==> config.mk <==
export PLATFORM = sky130hd
export DESIGN_NAME = lbm_step_sequencer
export DESIGN_NICKNAME = d
export VERILOG_FILES = /design/src/rtl/lbm_pkg.sv /design/src/rtl/lbm_addr_delay.sv /design/src/rtl/lbm_step_sequencer.sv
export SDC_FILE = /design/constraint.sdc
export NUM_CORES = 1
export LEC_CHECK = 0
export BUFFER_PORTS_ARGS = -buffer_cell sky130_fd_sc_hd__buf_4
export CORE_MARGIN = 2
export CORE_UTILIZATION = 48
export DETAILED_ROUTE_END_ITERATION = 7
export PLACE_DENSITY_LB_ADDON = 0.3
export SKIP_LAST_GASP = 1
export SYNTH_ARGS = -nofsm -noshare
export SYNTH_HDL_FRONTEND = slang
export SYNTH_SLANG_ARGS = --single-unit
export TNS_END_PERCENT = 5
==> constraint.sdc <==
create_clock -name clk_in -period 3.5 [get_ports clk_in]
set_input_delay 0.525 -clock clk_in [delete_from_list [all_inputs] [get_ports clk_in]]
set_output_delay 0.525 -clock clk_in [all_outputs]
set_load 0.005 [all_outputs]
==> src/rtl/lbm_pkg.sv <==
// Shared types and sizing helpers for the LBM step sequencer slice.
package lbm_pkg;

    // Sequencer states; the numeric values are exported unchanged on phase_out.
    typedef enum logic [1:0] {
        ST_IDLE    = 2'd0,
        ST_COLLIDE = 2'd1,
        ST_DRAIN   = 2'd2,
        ST_STREAM  = 2'd3
    } lbm_state_e;

    localparam int PHASE_W      = 2;
    localparam int COORD_W      = 16;
    localparam int STEP_W       = 16;

    // Default lattice and pipeline geometry.
    localparam int DEF_GRID_W      = 256;
    localparam int DEF_GRID_H      = 144;
    localparam int DEF_BRAM_LAT    = 2;
    localparam int DEF_COLLIDE_LAT = 3;
    localparam int DEF_N           = DEF_GRID_W * DEF_GRID_H;
    localparam int DEF_WB_DELAY    = DEF_BRAM_LAT + DEF_COLLIDE_LAT;

    // Number of lattice cells in one sweep.
    function automatic int lbm_cells(input int grid_w, input int grid_h);
        return grid_w * grid_h;
    endfunction

    // Cycles between a read address and its matching write-back.
    function automatic int lbm_wb_delay(input int bram_lat, input int collide_lat);
        return bram_lat + collide_lat;
    endfunction

endpackage

==> src/rtl/lbm_addr_delay.sv <==
// Fixed-depth valid+data shift register used to align write-back strobes
// with the collision datapath latency. Never stalls.
module lbm_addr_delay #(
    parameter int DEPTH = 5,
    parameter int WIDTH = 16
) (
    input  logic             i_clk,
    input  logic             i_rst_n,
    input  logic             i_valid,
    input  logic [WIDTH-1:0] i_data,
    output logic             o_valid,
    output logic [WIDTH-1:0] o_data
);

    logic             r_valid [DEPTH];
    logic [WIDTH-1:0] r_data  [DEPTH];

    // Shift valid and data one stage per cycle; reset flushes every stage.
    always_ff @(posedge i_clk or negedge i_rst_n) begin
        if (!i_rst_n) begin
            for (int i = 0; i < DEPTH; i++) begin
                r_valid[i] <= 1'b0;
                r_data[i]  <= {WIDTH{1'b0}};
            end
        end else begin
            r_valid[0] <= i_valid;
            r_data[0]  <= i_data;
            for (int i = 1; i < DEPTH; i++) begin
                r_valid[i] <= r_valid[i-1];
                r_data[i]  <= r_data[i-1];
            end
        end
    end

    assign o_valid = r_valid[DEPTH-1];
    assign o_data  = r_data[DEPTH-1];

endmodule

==> src/rtl/lbm_step_sequencer.sv <==
// Phase sequencer for the LBM core: collision sweep, write-back drain and
// handshaked streaming, repeated for a programmable number of time steps.
module lbm_step_sequencer
    import lbm_pkg::*;
#(
    parameter int GRID_W      = 256,
    parameter int GRID_H      = 144,
    parameter int BRAM_LAT    = 2,
    parameter int COLLIDE_LAT = 3,
    parameter int ADDR_W      = $clog2(GRID_W * GRID_H)
) (
    input  logic              clk_in,
    input  logic              rst_n_in,
    input  logic              start_in,
    input  logic [15:0]       steps_in,
    input  logic              stop_in,
    output logic              rd_valid_out,
    output logic [ADDR_W-1:0] rd_addr_out,
    output logic [15:0]       x_out,
    output logic [15:0]       y_out,
    output logic              boundary_out,
    output logic              wr_en_out,
    output logic [ADDR_W-1:0] wr_addr_out,
    output logic              stream_start_out,
    input  logic              stream_done_in,
    output logic [1:0]        phase_out,
    output logic              busy_out,
    output logic [15:0]       step_count_out,
    output logic              done_out
);

    localparam int N        = lbm_cells(GRID_W, GRID_H);
    localparam int WB_DELAY = lbm_wb_delay(BRAM_LAT, COLLIDE_LAT);
    localparam int DRAIN_W  = (WB_DELAY > 1) ? $clog2(WB_DELAY) : 1;

    localparam logic [ADDR_W-1:0]  LAST_ADDR  = ADDR_W'(N - 1);
    localparam logic [15:0]        LAST_X     = 16'(GRID_W - 1);
    localparam logic [15:0]        LAST_Y     = 16'(GRID_H - 1);
    localparam logic [DRAIN_W-1:0] DRAIN_LAST = DRAIN_W'(WB_DELAY - 1);

    // Registered state and outputs
    lbm_state_e         r_state;
    logic [ADDR_W-1:0]  r_addr;
    logic [15:0]        r_x;
    logic [15:0]        r_y;
    logic               r_rd_valid;
    logic               r_boundary;
    logic               r_stream_start;
    logic               r_done;
    logic               r_busy;
    logic [15:0]        r_step_cnt;
    logic [15:0]        r_steps;
    logic               r_stop_pending;
    logic [DRAIN_W-1:0] r_drain_cnt;

    // Next-state values
    lbm_state_e         w_state_nxt;
    logic [ADDR_W-1:0]  w_addr_nxt;
    logic [15:0]        w_x_nxt;
    logic [15:0]        w_y_nxt;
    logic               w_rd_valid_nxt;
    logic               w_boundary_nxt;
    logic               w_stream_start_nxt;
    logic               w_done_nxt;
    logic [15:0]        w_step_cnt_nxt;
    logic [15:0]        w_steps_nxt;
    logic               w_stop_nxt;
    logic [DRAIN_W-1:0] w_drain_nxt;
    logic [15:0]        w_step_inc;
    logic               w_last_step;

    assign w_step_inc  = r_step_cnt + 16'd1;
    assign w_last_step = (r_steps != 16'd0) && (w_step_inc == r_steps);

    // Next-state and output decode for the phase sequencer.
    always_comb begin
        w_state_nxt        = r_state;
        w_addr_nxt         = r_addr;
        w_x_nxt            = r_x;
        w_y_nxt            = r_y;
        w_rd_valid_nxt     = 1'b0;
        w_stream_start_nxt = 1'b0;
        w_done_nxt         = 1'b0;
        w_step_cnt_nxt     = r_step_cnt;
        w_steps_nxt        = r_steps;
        w_stop_nxt         = r_stop_pending | stop_in;
        w_drain_nxt        = r_drain_cnt;

        case (r_state)
            ST_IDLE: begin
                // A stop request only means something once a run is active.
                w_stop_nxt = 1'b0;
                if (start_in) begin
                    w_state_nxt    = ST_COLLIDE;
                    w_addr_nxt     = {ADDR_W{1'b0}};
                    w_x_nxt        = 16'd0;
                    w_y_nxt        = 16'd0;
                    w_rd_valid_nxt = 1'b1;
                    w_step_cnt_nxt = 16'd0;
                    w_steps_nxt    = steps_in;
                end else begin
                    w_state_nxt = ST_IDLE;
                end
            end

            ST_COLLIDE: begin
                if (r_addr == LAST_ADDR) begin
                    w_state_nxt = ST_DRAIN;
                    w_drain_nxt = {DRAIN_W{1'b0}};
                end else begin
                    w_rd_valid_nxt = 1'b1;
                    w_addr_nxt     = r_addr + ADDR_W'(1);
                    if (r_x == LAST_X) begin
                        w_x_nxt = 16'd0;
                        w_y_nxt = r_y + 16'd1;
                    end else begin
                        w_x_nxt = r_x + 16'd1;
                    end
                end
            end

            ST_DRAIN: begin
                // Hold off streaming until the last write-back has left the pipe.
                if (r_drain_cnt == DRAIN_LAST) begin
                    w_state_nxt        = ST_STREAM;
                    w_stream_start_nxt = 1'b1;
                end else begin
                    w_drain_nxt = r_drain_cnt + DRAIN_W'(1);
                end
            end

            ST_STREAM: begin
                if (stream_done_in) begin
                    w_step_cnt_nxt = w_step_inc;
                    if (w_last_step || r_stop_pending || stop_in) begin
                        w_state_nxt = ST_IDLE;
                        w_done_nxt  = 1'b1;
                        w_stop_nxt  = 1'b0;
                    end else begin
                        w_state_nxt    = ST_COLLIDE;
                        w_addr_nxt     = {ADDR_W{1'b0}};
                        w_x_nxt        = 16'd0;
                        w_y_nxt        = 16'd0;
                        w_rd_valid_nxt = 1'b1;
                    end
                end else begin
                    w_state_nxt = ST_STREAM;
                end
            end

            default: begin
                w_state_nxt = ST_IDLE;
                w_stop_nxt  = 1'b0;
            end
        endcase

        w_boundary_nxt = w_rd_valid_nxt &&
                         ((w_x_nxt == 16'd0) || (w_x_nxt == LAST_X) ||
                          (w_y_nxt == 16'd0) || (w_y_nxt == LAST_Y));
    end

    // State and registered-output update; reset aborts any run immediately.
    always_ff @(posedge clk_in or negedge rst_n_in) begin
        if (!rst_n_in) begin
            r_state        <= ST_IDLE;
            r_addr         <= {ADDR_W{1'b0}};
            r_x            <= 16'd0;
            r_y            <= 16'd0;
            r_rd_valid     <= 1'b0;
            r_boundary     <= 1'b0;
            r_stream_start <= 1'b0;
            r_done         <= 1'b0;
            r_busy         <= 1'b0;
            r_step_cnt     <= 16'd0;
            r_steps        <= 16'd0;
            r_stop_pending <= 1'b0;
            r_drain_cnt    <= {DRAIN_W{1'b0}};
        end else begin
            r_state        <= w_state_nxt;
            r_addr         <= w_addr_nxt;
            r_x            <= w_x_nxt;
            r_y            <= w_y_nxt;
            r_rd_valid     <= w_rd_valid_nxt;
            r_boundary     <= w_boundary_nxt;
            r_stream_start <= w_stream_start_nxt;
            r_done         <= w_done_nxt;
            r_busy         <= (w_state_nxt != ST_IDLE);
            r_step_cnt     <= w_step_cnt_nxt;
            r_steps        <= w_steps_nxt;
            r_stop_pending <= w_stop_nxt;
            r_drain_cnt    <= w_drain_nxt;
        end
    end

    // Write-back strobe/address alignment with the BRAM + collide latency.
    lbm_addr_delay #(
        .DEPTH (WB_DELAY),
        .WIDTH (ADDR_W)
    ) u_wb_delay (
        .i_clk   (clk_in),
        .i_rst_n (rst_n_in),
        .i_valid (r_rd_valid),
        .i_data  (r_addr),
        .o_valid (wr_en_out),
        .o_data  (wr_addr_out)
    );

    assign rd_valid_out     = r_rd_valid;
    assign rd_addr_out      = r_addr;
    assign x_out            = r_x;
    assign y_out            = r_y;
    assign boundary_out     = r_boundary;
    assign stream_start_out = r_stream_start;
    assign phase_out        = r_state;
    assign busy_out         = r_busy;
    assign step_count_out   = r_step_cnt;
    assign done_out         = r_done;

endmodule
==> impl_metrics.ini, run 1 <==
[grt]
grt_pass1_wl_mm = 30.2
grt_pass1_vias = 5920
grt_max_degree = 80
grt_use_total = 0.230
grt.overflow.total = 0
antenna_found_initial = 0

[drt]
vias = 5975
wire_per_inst_um = 17.6
routed_wl_mm = 18.6
drt_iter0_markers = 470
viasPerCell = 5.65
remaining_drc_errors = 0
ant_nets = 0
dr.pass1.iters = 6

[placed_design]
place.detailed.hpwl_mm = 13.4
placedInstanceArea_um2 = 8830
dp_cells = 1025
io_buffers = 108
place_congestion = 0.927

[sta]
hold_viol_final = 0
setup_viol_count_final = 0
setup_tns_ps = 0
skew_ps = 14.2
worst_slew_pin_slew_ps = 710
rsz0062_at_grt = false
fin_hold_ws_ps = 102
clock.fmax_mhz = 307
period_needed_ps = 3260
slew_viol_final = 0
slew_headroom = 0.527
period_share = 0.931

[synth]
synth_area_um2 = 7700
ys_types = 68
syn-num-nets = 740
yosys-top-cells-count = dfrtp_1, nand2_1, nor2_1
yosysTopAreaCell = dfrtp_1
synthArstFlopShare = 1.00
ys_ff_latch = 176
ys_seq_area_frac = 0.572
synth_cells = 708
synth_top_flop_cell = dfrtp_1
synth_top_area_frac = 0.572
yosys_warnings = 0
synth_edf_count = 0
synth.area.top_cells = dfrtp_1, nand2_1, o21ai_0
syn-mean-instance-area_um2 = 10.9
synth_most_common_cell = dfrtp_1

[setup_path]
worst_path_most_repeated_cell = a41o_1
path_buf_inv = 1
slowest_delay_ps = 380
cp_max_fo = 12
crit_family = simple AND/OR/NAND/NOR gates
arrival_ps = 3590
critPathLaunchType = flip-flop
r2r_slack_ps = 240
r2r-start = step_count_out[0]
cp-startpoint = step_count_out[0]
cp_cell_sequence = ha_1, nand3_4, buf_4, nor4_2, xnor2_1, nor4_4, nand4_2, and2_4, a41o_1, nand4bb_1, mux2i_1, and4_1, a41o_1
critical_path_required_ps = 3830
crit_type = flip-flop to flip-flop
crit_path_end_kind = flip-flop
slowest_stage = nor4_2

[layout]
nets = 860
syn_to_final_growth_pct = 22.9
instances_no_fill = 1057
antennaDiodeCount = 0
fillers = 1326
regArea_um2 = 4410
drive_gt1_frac = 0.264
final_cell_area_um2 = 9470
multi_input_area_um2 = 3010

[clock_tree]
cts_hold_buffers = 0
cts_setup_buffers = 0
clkTransAtPathRegs_ps = 70
htreeDepth = 4
cts.sinks = 176
cts_buffers = 17
cts_resized = 0
cts_buffer_depth = 2
insertion_delay_ps = 440
cts_root_buf = clkbuf_16
cts_tree = built

[die]
initial_utilization = 0.488
die_area_um2 = 17100
die_y_um = 131
rows = 46
fp.coreArea_um2 = 15800
die_x_um = 131
ios = 109

[status]
outcome = finished clean

[hold_path]
hp-class = primary input to async pin

[pwr]
p_leak_nw = 4.43
peakVddDrop_mv = 0.395
finalPower_w = 0.00613
powerDensity_nw_per_um2 = 648

[run]
drv_cap = 0
[report_power, final]
group / leakage [nW] / total, W / switching, W / internal, W
clock network: 0.291 / 0.00186 / 0.000893 / 0.000966
logic: 1.76 / 0.00165 / 0.000905 / 0.000746
registers: 2.38 / 0.00262 / 0.000284 / 0.00234
[cells in the final DEF (no fill, tap or decap), drive strengths merged, types with 19 or more instances in the layout]
cell / netlist / routed
a21oi: 22 / 22
nor4: 19 / 19
inv: 16 / 25
dfrtp: 176 / 176
xnor2: 21 / 21
buf: 29 / 147
o21ai: 55 / 55
nor2: 48 / 48
nand2: 80 / 80
nand3: 29 / 29
[cell type report]
| cell class | count | area share |
|---|---|---|
| Timing Repair Buffer | 147 | 0.118 |
| Clock buffer | 18 | 0.0453 |
| Multi-Input combinational cell | 469 | 0.318 |
| Clock inverter | 14 | 0.0174 |
| Inverter | 17 | 0.00674 |
| Tap cell | 216 | 0.0285 |
| Sequential cell | 176 | 0.465 |
[per-layer routing]
| metal | part of all wire | global-route usage | wire [um] |
|---|---|---|---|
| met5 | 0 | 0 | 0 |
| met4 | 0.020 | 0.0832 | 370 |
| met1 | 0.44 | 0.321 | 8270 |
| met3 | 0.065 | 0.0468 | 1210 |
| met2 | 0.47 | 0.362 | 8770 |
[state kept, by name, summed over array words and instances, names as in the netlist, 2 cells and up]
signal              flops
r_drain_cnt             3
step_count_out         16
u_wb_delay.o_data      16
u_wb_delay.r_valid      4
x_out                  16
y_out                  16
phase_out               2
u_wb_delay.r_data      64
r_steps                16
rd_addr_out            16
[per-stage QoR]
step	worst slack (ps)	util
after floorplan	406	-
after global placement	263	0.560
after detailed placement	115	0.560
after CTS	97.7	0.598
after global routing	35.0	0.600
final	240	0.600
[final timing paths]
kind,to,depth (start not counted)
max,boundary_out,13
min,r_steps[7],1
max reg2reg,boundary_out,13
min reg2reg,u_wb_delay.r_data[46],0
max in group asynchronous,u_wb_delay.r_data[60],2
min in group clk_in,r_steps[7],2
[logic make-up (layout without fill, tap and decap cells)]
family / count (synthesis) / in the layout / share of synthesized area
muxes: 19 / 19 / 0.0275
xor gates and xnor gates: 26 / 26 / 0.0296
and+or+nand+nor: 263 / 263 / 0.183
adders and majority gates: 11 / 11 / 0.0179
buffers and inverters: 63 / 196 / 0.0422
DFF: 176 / 176 / 0.572
AOI/OAI and AO/OA: 150 / 150 / 0.128
(Power assumes the default switching activity.)
==> run 2, diff against run 1 <==
--- a/config.mk
+++ b/config.mk
@@ -7,7 +7,7 @@
 export LEC_CHECK = 0
 export BUFFER_PORTS_ARGS = -buffer_cell sky130_fd_sc_hd__buf_4
 export CORE_MARGIN = 2
-export CORE_UTILIZATION = 48
+export CORE_UTILIZATION = 55
 export DETAILED_ROUTE_END_ITERATION = 7
 export PLACE_DENSITY_LB_ADDON = 0.3
 export SKIP_LAST_GASP = 1
==> constraint.sdc (replaced) <==
create_clock -name clk_in -period 4.1 [get_ports clk_in]
set_input_delay 0.615 -clock clk_in [delete_from_list [all_inputs] [get_ports clk_in]]
set_output_delay 0.615 -clock clk_in [all_outputs]
set_load 0.005 [all_outputs]
==> run 2 against run 1 <==
Non-clock buffer count is 33 lower. Core utilization is 6.1 points higher. Clock power is 16% lower. First-iteration DRC count is 29% higher. Sequential cell count stayed put. Wire length is 5.9% lower. Sequential share of layout area is 1.8 points higher. Combinational power is 19% lower. Die area is 12% lower. Maximum frequency is 14% lower. Worst hold slack better by 100 ps. Setup slack better by 70 ps. Critical endpoint unchanged.
==> impl_metrics.ini, run 2 (synthesis results as in run 1) <==
[layout]
multi_input_area_um2 = 2970
top_register = u_wb_delay.r_data
syn_to_final_growth_pct = 18.3
antennaDiodeCount = 0
fillers = 1065
largest_reg_flops = 64
final_cell_mix = dfrtp_1, buf_4, nand2_1
drive_gt1_frac = 0.226
final_common_cell = dfrtp_1
final_cell_area_um2 = 9110
nets = 827
regArea_um2 = 4400

[drt]
drt_iter0_markers = 607
dr.pass1.iters = 5
routed_wl_mm = 17.5
wire_per_inst_um = 17.7
viasPerCell = 5.98
ant_nets = 0
remaining_drc_errors = 0
vias = 5905

[status]
outcome = finished clean

[placed_design]
place_congestion = 0.925
placedInstanceArea_um2 = 8540
io_buffers = 108
place.detailed.hpwl_mm = 12.0

[setup_path]
cp-startpoint = step_count_out[0]
crit_family = simple AND/OR/NAND/NOR gates
r2r_slack_ps = 310
arrival_ps = 4110
cp_max_fo = 17
critical_path_required_ps = 4420
path_buf_inv = 0
r2r-start = step_count_out[0]
r2r-end = boundary_out
rr_worst_depth = 12
crit_path_end_kind = flip-flop
slowest_delay_ps = 510
cp_cell_sequence = ha_1, nand3_2, xnor2_1, or3b_2, a211oi_1, nand4_2, nand2_2, o22a_1, nand4bb_1, mux2i_1, and4_1, a41o_1
critPathLaunchType = flip-flop
crit_type = flip-flop to flip-flop
slowest_stage = dfrtp_1

[pwr]
power_switching_share = 0.338
p_int_w = 0.00339
p_leak_nw = 4.25
power.share.clock = 0.303
powerDensity_nw_per_um2 = 563
p_seq_frac = 0.438
peakVddDrop_mv = 0.309
comb_power_share = 0.258
switchingPower_w = 0.00174

[grt]
grt.overflow.total = 0
grt_pass1_wl_mm = 28.5
grt_use_total = 0.246
grt_pass1_vias = 5555
grt_max_degree = 99
antenna_found_initial = 0

[sta]
clock.fmax_mhz = 264
skew_ps = 9.68
rsz0062_at_grt = false
setup_tns_ps = 0
slew_headroom = 0.236
hold_viol_final = 0
period_share = 0.924
worst_slew_pin_slew_ps = 1140
period_needed_ps = 3790
setup_viol_count_final = 0
slew_viol_final = 0

[die]
initial_utilization = 0.559
die_area_um2 = 15000
ios = 109
rows = 43
fp.coreArea_um2 = 13800
die_x_um = 122
die_y_um = 122

[clock_tree]
cts_tree = built
cts_buffers = 17
cts_buffer_depth = 2
insertion_delay_ps = 430
cts.sinks = 176
cts_root_buf = clkbuf_16
cts_setup_buffers = 0
htreeDepth = 4
cts_resized = 0
cts_hold_buffers = 0
clkTransAtPathRegs_ps = 70

[run]
drv_cap = 0

[hold_path]
hp-class = primary input to async pin
==> run 2: changes by cell type in the layout (fill, tap and decap cells not counted), moves of 2 or more <==
cell / before / now
nor4_2: 3 / 1
clkbuf_8: 0 / 2
clkinvlp_4: 0 / 2
clkinv_8: 4 / 1
buf_4: 145 / 112
inv_8: 5 / 3
nor4_1: 14 / 16
==> run 2: worst reg2reg max path: cells and delay by family (launching register included) <==
family	cells	cell delay (ps)
adder cells (fa/ha/maj)	1	320
multiplexers	1	80
XOR/XNOR	1	240
AND/OR/NAND/NOR	6	1720
AO/OA/AOI/OAI	3	810
flip-flops	1	510
==> run 2: stage by stage <==
stage / hold WS [ps] / instances / setup slack [ps] / total power, W / utilization
after floorplan: 319 / 708 / 1010 / 0.00308 / -
after global placement: 331 / 956 / 577 / 0.00352 / 0.620
after detailed placement: 335 / 956 / 347 / 0.00358 / 0.620
after CTS: 246 / 988 / 347 / 0.00515 / 0.662
after global routing: 267 / 988 / 4.70 / 0.00541 / 0.662
final: 202 / 988 / 310 / 0.00513 / 0.662
==> run 2: worst max path at each step <==
stage / end / slack (ps) / cells after the start
6_report: boundary_out / 310 / 12
5_1_grt: boundary_out / 5 / 12
4_1_cts: boundary_out / 350 / 12
3_5_place_dp: boundary_out / 350 / 12
3_3_place_gp: boundary_out / 580 / 12
2_1_floorplan: boundary_out / 1010 / 13
==> run 2: layout make-up <==
cell class | count | share of cell area
Tap cell | 180 | 0.0247
Multi-Input combinational cell | 469 | 0.326
Timing Repair Buffer | 114 | 0.0957
Inverter | 17 | 0.00700
Clock inverter | 13 | 0.0135
Clock buffer | 19 | 0.0497
Sequential cell | 176 | 0.483
==> run 2: power by group through the flow <==
stage	Sequential, W	Combinational (W)	Clock (W)
floorplan	0.00220	0.000876	0
global placement	0.00225	0.00126	0
CTS	0.00224	0.00131	0.00159
detailed placement	0.00227	0.00130	0
global route	0.00228	0.00146	0.00166
finish	0.00225	0.00133	0.00156
==> run 2: layer usage <==
metal  up-vias  routed length (um)  global-route usage
met2       227                8340               0.374
met1      2938                7770               0.349
li1       2719                   -                   -
met5         -                   0                   0
met3        21                1140              0.0558
met4         0                 278              0.0876
==> run 3, diff against run 2 <==
--- a/config.mk
+++ b/config.mk
@@ -7,7 +7,7 @@
 export LEC_CHECK = 0
 export BUFFER_PORTS_ARGS = -buffer_cell sky130_fd_sc_hd__buf_4
 export CORE_MARGIN = 2
-export CORE_UTILIZATION = 55
+export CORE_UTILIZATION = 30
 export DETAILED_ROUTE_END_ITERATION = 7
 export PLACE_DENSITY_LB_ADDON = 0.3
 export SKIP_LAST_GASP = 1
==> run 3 against run 2 <==
Final cell count rose by 15%. Largest power group unchanged. Via count is 3.5% lower. Register-to-register slack improved by 80 ps. Sequential share of layout area shrank 1.2 points. Core utilization fell by 29 points.
==> impl_metrics.ini, run 3 (synthesis results as in run 1) <==
[placed_design]
placedInstanceArea_um2 = 8740
io_buffers = 108
place_congestion = 0.842
place.detailed.hpwl_mm = 13.0

[pwr]
power_switching_share = 0.346
power.share.clock = 0.308
comb_power_share = 0.259
p_seq_frac = 0.434
p_int_w = 0.00339
p_leak_nw = 4.26
peakVddDrop_mv = 0.304
switchingPower_w = 0.00179
powerDensity_nw_per_um2 = 555

[sta]
setup_viol_count_final = 0
slew_headroom = 0.156
slew_viol_final = 0
period_share = 0.905
setup_tns_ps = 0
clock.fmax_mhz = 269
period_needed_ps = 3710
skew_ps = 21.5
rsz0062_at_grt = false
hold_viol_final = 0
worst_slew_pin_slew_ps = 1260

[setup_path]
cp_max_fo = 17
crit_path_end_kind = flip-flop
crit_type = flip-flop to flip-flop
cp-startpoint = step_count_out[0]
r2r-start = step_count_out[0]
r2r-end = boundary_out
r2r_slack_ps = 390
arrival_ps = 4030
critical_path_required_ps = 4420
slowest_delay_ps = 510
critPathLaunchType = flip-flop
rr_worst_depth = 12
slowest_stage = dfrtp_1
cp_cell_sequence = ha_1, nand3_4, xnor2_1, or3b_2, a211oi_1, nand4_2, nand2_2, o22a_1, nand4bb_1, mux2i_1, and4_1, a41o_1

[layout]
antennaDiodeCount = 0
drive_gt1_frac = 0.227
syn_to_final_growth_pct = 21.3
final_cell_area_um2 = 9340
final_cell_mix = dfrtp_1, buf_4, nand2_1
largest_reg_flops = 64
nets = 829
final_util = 0.371
top_register = u_wb_delay.r_data
final_common_cell = dfrtp_1

[die]
rows = 58
initial_utilization = 0.306
die_area_um2 = 27000
die_y_um = 164
fp.coreArea_um2 = 25200
ios = 109
die_x_um = 164

[grt]
grt_pass1_vias = 5549
grt_pass1_wl_mm = 30.5
antenna_found_initial = 0
grt.overflow.total = 0
grt_max_degree = 89
grt_use_total = 0.147

[run]
drv_cap = 0

[clock_tree]
clkTransAtPathRegs_ps = 80
htreeDepth = 4
cts_tree = built
cts_root_buf = clkbuf_16
cts_buffer_depth = 2
cts_buffers = 17
cts.sinks = 176
insertion_delay_ps = 430

[drt]
routed_wl_mm = 19.0
remaining_drc_errors = 0
wire_per_inst_um = 16.7
drt_iter0_markers = 393
dr.pass1.iters = 5
ant_nets = 0
viasPerCell = 5.00
vias = 5698

[hold_path]
hp-class = primary input to async pin

[status]
outcome = finished clean
## run 3: changes by cell type in the layout (fill, tap and decap cells not counted)
cell,delta
buf_4,+2
clkinv_8,+3
clkbuf_1,+1
clkinv_2,-1
clkinvlp_4,-1
nand3_4,+1
inv_6,-3
clkbuf_8,-1
nand3_2,-1
clkinv_4,+2
## run 3: area by class of cell
type	instances	area [um^2]
clock inverter	13	150
timing repair buffer	116	887
inverter	17	63.8
multi-input combinational	469	2980
clock buffer	19	443
fill	2543	15800
tap	330	413
sequential	176	4400
## run 3: timing repair
| item | 4_1_cts | 5_1_grt |
|---|---|---|
| hold buffers | 0 | 0 |
| resized for setup | 0 | 1 |
| setup buffers | 0 | 0 |
| endpoints found under the setup margin | 0 | 1 |
## run 3: worst max-delay path: cells and delay by family, from the launching register on
| kind | cells | cell delay [ps] |
|---|---|---|
| simple gates | 6 | 1680 |
| compound gates | 3 | 800 |
| flops | 1 | 510 |
| fa+ha+maj | 1 | 340 |
| xor+xnor | 1 | 190 |
| mux | 1 | 70 |
## run 3: power groups by stage
stage	logic, W	registers (W)	clock network (W)
after floorplan	0.000876	0.00220	0
after global placement	0.00132	0.00228	0
after detailed placement	0.00134	0.00227	0
after CTS	0.00135	0.00224	0.00165
after global routing	0.00149	0.00229	0.00173
final	0.00134	0.00225	0.00160
## run 3: worst max-delay path by stage
stage | slack, ps | end | cells after the start
after floorplan | 1010 | boundary_out | 13
after global placement | 460 | boundary_out | 12
after detailed placement | 290 | boundary_out | 12
after CTS | 270 | boundary_out | 12
after global routing | 70 | boundary_out | 12
final | 390 | boundary_out | 12
## run 3: per-stage QoR
step                      setup WS, ps  power, W  cells  hold WS (ps)
final                              388   0.00519   1140           196
after global routing              65.0   0.00551   1140           226
after CTS                          267   0.00525   1140           218
after detailed placement           286   0.00362   1108           335
after global placement             459   0.00360   1108           333
after floorplan                   1010   0.00308    708           319
## run 3: per-layer routing
layer  up-vias  part of all wire  track usage
met4         0             0.015       0.0518
met1      2816              0.49        0.212
met2       145              0.45        0.216
met5         -                 0            0
li1       2717                 -            -
met3        20             0.046       0.0326
